## src/rtl/memory_word_port.sv

```systemverilog
// 16-bit word access to byte-wide memory as two little-endian byte cycles.
// Optional: define ALIGN_CHECK_EN to reject odd addresses with Err.
module memory_word_port #(
  parameter int ADDR_W  = 16,
  parameter int MEM_LAT = 1
) (
  input  logic              Clock,
  input  logic              Reset,
  input  logic [ADDR_W-1:0] Address,
  input  logic [15:0]       WrData,
  input  logic              Req,
  input  logic              Wr,
  output logic              Busy,
  output logic              Done,
  output logic              Err,
  output logic [15:0]       RdData,
  output logic [ADDR_W-1:0] MemAddr,
  output logic [7:0]        MemWrData,
  output logic              MemCS,
  output logic              MemWE,
  input  logic [7:0]        MemRdData
);

  localparam logic [2:0] IDLE   = 3'd0;
  localparam logic [2:0] WR_LO  = 3'd1;
  localparam logic [2:0] WR_HI  = 3'd2;
  localparam logic [2:0] RD_LO  = 3'd3;
  localparam logic [2:0] RD_HI  = 3'd4;
  localparam logic [2:0] RD_CAP = 3'd5;
  localparam logic [2:0] DONE   = 3'd6;

  generate
    if (MEM_LAT != 1) begin : g_lat_chk
      $error("memory_word_port: only MEM_LAT=1 is supported");
    end
  endgenerate

  logic [2:0]        state;
  logic [2:0]        nxt;
  logic [ADDR_W-1:0] a;
  logic [ADDR_W-1:0] a_inc;
  logic [7:0]        d_hi;
  logic              odd;

  assign Busy  = (state != IDLE);
  assign a_inc = a + ADDR_W'(1);

`ifdef ALIGN_CHECK_EN
  assign odd = Address[0];
`else
  assign odd = 1'b0;
`endif

  always_comb begin
    nxt = state;
    unique case (state)
      IDLE: begin
        if (Req) nxt = odd ? DONE : (Wr ? WR_LO : RD_LO);
      end
      WR_LO:   nxt = WR_HI;
      WR_HI:   nxt = DONE;
      RD_LO:   nxt = RD_HI;
      RD_HI:   nxt = RD_CAP;
      RD_CAP:  nxt = DONE;
      DONE:    nxt = IDLE;
      default: nxt = IDLE;
    endcase
  end

  // memory-side outputs are loaded from nxt so they are valid during the state
  always_ff @(posedge Clock) begin
    if (!Reset) begin
      state     <= IDLE;
      a         <= '0;
      d_hi      <= '0;
      Done      <= 1'b0;
      MemCS     <= 1'b0;
      MemWE     <= 1'b0;
      MemAddr   <= '0;
      MemWrData <= '0;
      RdData    <= '0;
    end else begin
      state <= nxt;
      if (state == IDLE && Req) begin
        a    <= Address;
        d_hi <= WrData[15:8];
      end
      Done      <= (nxt == DONE);
      MemCS     <= 1'b0;
      MemWE     <= 1'b0;
      MemWrData <= '0;
      case (nxt)
        WR_LO: begin
          MemCS     <= 1'b1;
          MemWE     <= 1'b1;
          MemAddr   <= Address;
          MemWrData <= WrData[7:0];
        end
        WR_HI: begin
          MemCS     <= 1'b1;
          MemWE     <= 1'b1;
          MemAddr   <= a_inc;
          MemWrData <= d_hi;
        end
        RD_LO: begin
          MemCS   <= 1'b1;
          MemAddr <= Address;
        end
        RD_HI: begin
          MemCS   <= 1'b1;
          MemAddr <= a_inc;
        end
        default: ;
      endcase
      if (state == RD_HI)  RdData[7:0]  <= MemRdData;
      if (state == RD_CAP) RdData[15:8] <= MemRdData;
    end
  end

`ifdef ALIGN_CHECK_EN
  always_ff @(posedge Clock) begin
    if (!Reset) Err <= 1'b0;
    else        Err <= (state == IDLE) && (nxt == DONE);
  end
`else
  assign Err = 1'b0;
`endif

endmodule

```

## config.mk

```make
export PLATFORM = sky130hd
export DESIGN_NAME = memory_word_port
export DESIGN_NICKNAME = d
export VERILOG_FILES = /design/src/rtl/memory_word_port.sv
export SDC_FILE = /design/constraint.sdc
export NUM_CORES = 1
export LEC_CHECK = 0
export CORE_MARGIN = 1
export CORE_UTILIZATION = 37
export CTS_CLUSTER_DIAMETER = 100
export DETAILED_ROUTE_END_ITERATION = 16
export DONT_BUFFER_PORTS = 1
export PLACE_DENSITY = 0.5
export SETUP_SLACK_MARGIN = 0.5
export SLEW_MARGIN = 30
export SYNTH_ARGS = -nofsm -noshare
export SYNTH_HDL_FRONTEND = slang
export SYNTH_SLANG_ARGS = --single-unit
```

## constraint.sdc

```tcl
create_clock -name Clock -period 1.6 [get_ports Clock]
set_input_delay 0.32 -clock Clock [delete_from_list [all_inputs] [get_ports Clock]]
set_output_delay 0.32 -clock Clock [all_outputs]
set_load 0.05 [all_outputs]
```

==> run_results.csv <==
group,metric,value,unit
run_status,status,"complete, but fails checks",
run_status,violations,"negative setup slack",
clock_network,postCtsHoldBufs,0,
floorplan,die_width,90.5,um
yosys,synth_area,0.00290,mm^2
yosys,synth_edf_count,0,
yosys,syn_nets,367,
clock_network,cts_max_level,3,
yosys,synth.distinct_cells,46,
clock_network,clk_pin_slew,0.09,ns
worst_setup_path,crit_slowest_cell,"or3_4",
global_route,grt_overflow,0,
routing,drt_pre_antenna_iters,4,
yosys,seq_area_frac_synth,48.3,%
finish,diodes,0,
finish,area_growth,42.3,%
power,vdd_drop_max,0.000576,V
worst_setup_path,max_stage_delay,0.47,ns
timing,maxSlewViolCount,0,
global_route,grt_pass1_wl,11800,um
routing,avgRoutedWirePerCell,15.6,um
floorplan,num_io_pins,89,
worst_setup_path,worstPathRequired,1.28,ns
worst_setup_path,startpoint,"state[2]",
yosys,ys_top_cells_by_area,"dfxtp_1, nand2_1, a21oi_1",
worst_setup_path,cp.arrival,1.29,ns
clock_network,clock_latency,0.35,ns
clock_network,cts_tree,"yes",
floorplan,num_rows,31,
worst_hold_path,hp-start,"WrData[9]",
global_route,antenna_found_initial,0,
finish,fin_area,0.00413,mm^2
worst_setup_path,start_kind,"register",
yosys,synth.top_cell.area_share,48.3,%
floorplan,die_y,90.5,um
worst_setup_path,cp.depth,2,
routing,drt_wl_total,7270,um
worst_hold_path,min_path_type,"input port to register",
global_route,grt_max_degree,44,
finish,drive_gt1_share,53.3,%
finish,nets,408,
worst_setup_path,r2r-start,"state[2]",
timing,period_minus_slack,1.61,ns
worst_setup_path,critPathKind,"register to output port",
timing,rsz0062_at_grt,"yes",
placement,post_dp_cell_area,0.00314,mm^2
floorplan,dieArea,0.00819,mm^2
yosys,synth_ff_type,"dfxtp_1",
worst_setup_path,endpoint_kind,"output port",
timing,fin_worst_skew,0.0149,ns
routing,postRouteAntennaNets,0,
timing,finalSetupViolCount,1,
placement,portBuffers,0,
worst_setup_path,critPathTopFamily,"simple AND/OR/NAND/NOR gates",
yosys,yosysWarnings,0,
placement,place_inst,427,
clock_network,cts_made_buffers,9,
power,power.leakage,1.55,nW
power,power.density,1310,mW/mm^2
yosys,ys_ff_latch,70,
clock_network,cts_num_sinks,70,
yosys,yosysTopAreaCell,"dfxtp_1",
floorplan,start_util,39.1,%
timing,max_freq,621,MHz
timing,hold_viol,0,
clock_network,clock_path_buffers,2,
routing,drtIter0Drc,52,
yosys,synth_cells,322,
global_route,grt_pass1_vias,2318,
worst_hold_path,whs_path_depth,2,
yosys,avgSynthCellArea,9.00,um^2
placement,gp_congestion,0.716,
worst_setup_path,worst-path-max-fanout,3,
routing,vias,2380,
finish,fillers,659,
finish,stdcell_count,467,
worst_setup_path,path_buf_inv,1,
floorplan,core_region_area,0.00741,mm^2
worst_setup_path,reg2reg_depth,8,
timing,fin_ws,-0.0113,ns
routing,route.detailed.drc,0,
worst_setup_path,path_cells,"buf_6, or3_4",
global_route,grt_use_total,18.4,%
placement,dp_hpwl,4470,um
timing,fin_crit_sh,101,%
routing,routed_via_density,5.10,
yosys,async_flop_share,0,%
clock_network,clk_root_buffer_cell,"clkbuf_8",
run,maxCapViolations,0,
[layout make-up]
type,instances,area [um^2],share of cell area [%]
clock buffer,9,124,3.00
clock inverter,7,77.6,1.88
inverter,3,11.3,0.273
multi-input combinational,228,1640,39.7
sequential,70,1550,37.7
tap,99,124,3.00
timing repair buffer,51,599,14.5
[cells by family (layout without fill, tap and decap cells)]
| family | after synthesis | count (layout) | share of synthesized area, % |
|---|---|---|---|
| xor+xnor | 12 | 12 | 3.63 |
| other cells | 1 | 1 | 0.129 |
| buf+inv | 25 | 70 | 5.01 |
| compound gates | 62 | 62 | 14.5 |
| mux | 16 | 16 | 5.52 |
| simple gates | 135 | 136 | 22.4 |
| fa+ha+maj | 1 | 1 | 0.432 |
| flops | 70 | 70 | 48.3 |
[where the power goes]
part	switching [W]	internal (W)
registers	0.000418	0.00194
clock network	0.000732	0.000739
logic	0.000794	0.000758
[synthesized netlist by cell type (5+ instances only)]
| cell | instances |
|---|---|
| a21oi_1 | 32 |
| a22oi_1 | 8 |
| buf_2 | 8 |
| clkbuf_1 | 7 |
| dfxtp_1 | 70 |
| mux2i_1 | 16 |
| nand2_1 | 59 |
| nand3_1 | 6 |
| nor2_1 | 38 |
| nor3_1 | 5 |
| xnor2_1 | 10 |
[metrics by stage]
step / total power [W] / utilization (%) / setup WS (ns) / setup TNS, ns / hold slack (ns)
floorplan: 0.00314 / - / 0.110 / 0 / 0.436
global placement: 0.00338 / 42.4 / 0.0439 / 0 / 0.446
detailed placement: 0.00339 / 42.4 / 0.00640 / 0 / 0.447
CTS: 0.00524 / 52.3 / -0.0328 / -0.0328 / 0.0751
global route: 0.00566 / 55.7 / -0.0436 / -0.198 / 0.0662
finish: 0.00539 / 55.7 / -0.0113 / -0.0113 / 0.0877
[registers in the layout, indices dropped and copies added, names as in the netlist]
name	cells
MemCS	1
a	16
MemAddr	16
MemWrData	8
d_hi	8
Done	1
RdData	16
state	3
MemWE	1
[layer usage]
layer	vias to the layer above	wire length, um	global-route usage [%]
met2	69	3450	28.7
met3	9	411	4.46
met1	1117	3290	24.0
met5	-	0	0
li1	1185	-	-
met4	0	115	8.06
[final timing paths]
check,endpoint,slack (ns)
setup reg to reg,MemAddr[0],0.01
setup / recovery,Busy,-0.01
hold reg to reg,a[15],0.47
hold / removal,d_hi[1],0.09
[layout by cell type (no fill, tap or decap), types with 4 or more instances in the layout]
| cell | instances |
|---|---|
| a21oi_2 | 15 |
| dfxtp_2 | 8 |
| and3_1 | 4 |
| nand3_1 | 6 |
| a22oi_2 | 5 |
| nor2_1 | 33 |
| buf_8 | 11 |
| buf_12 | 4 |
| dfxtp_1 | 24 |
| nand2_2 | 27 |
| buf_4 | 18 |
| xnor2_1 | 10 |
| mux2i_1 | 15 |
| a21oi_1 | 19 |
| clkbuf_8 | 9 |
| dfxtp_4 | 38 |
| buf_6 | 17 |
| nor2_4 | 5 |
| nand2_4 | 6 |
| nor3_1 | 4 |
| nand2_1 | 26 |
| inv_6 | 4 |
| a221oi_2 | 5 |
[repair_timing]
item / CTS / global route
hold endpoints to repair: 0 / 0
setup buffers: 12 / 9
cloned: 3 / 0
resized for setup: 157 / 44
pin swaps: 37 / 34
endpoints found under the setup margin: 112 / 112
No activity file was read; power rests on OpenSTA's default activity.
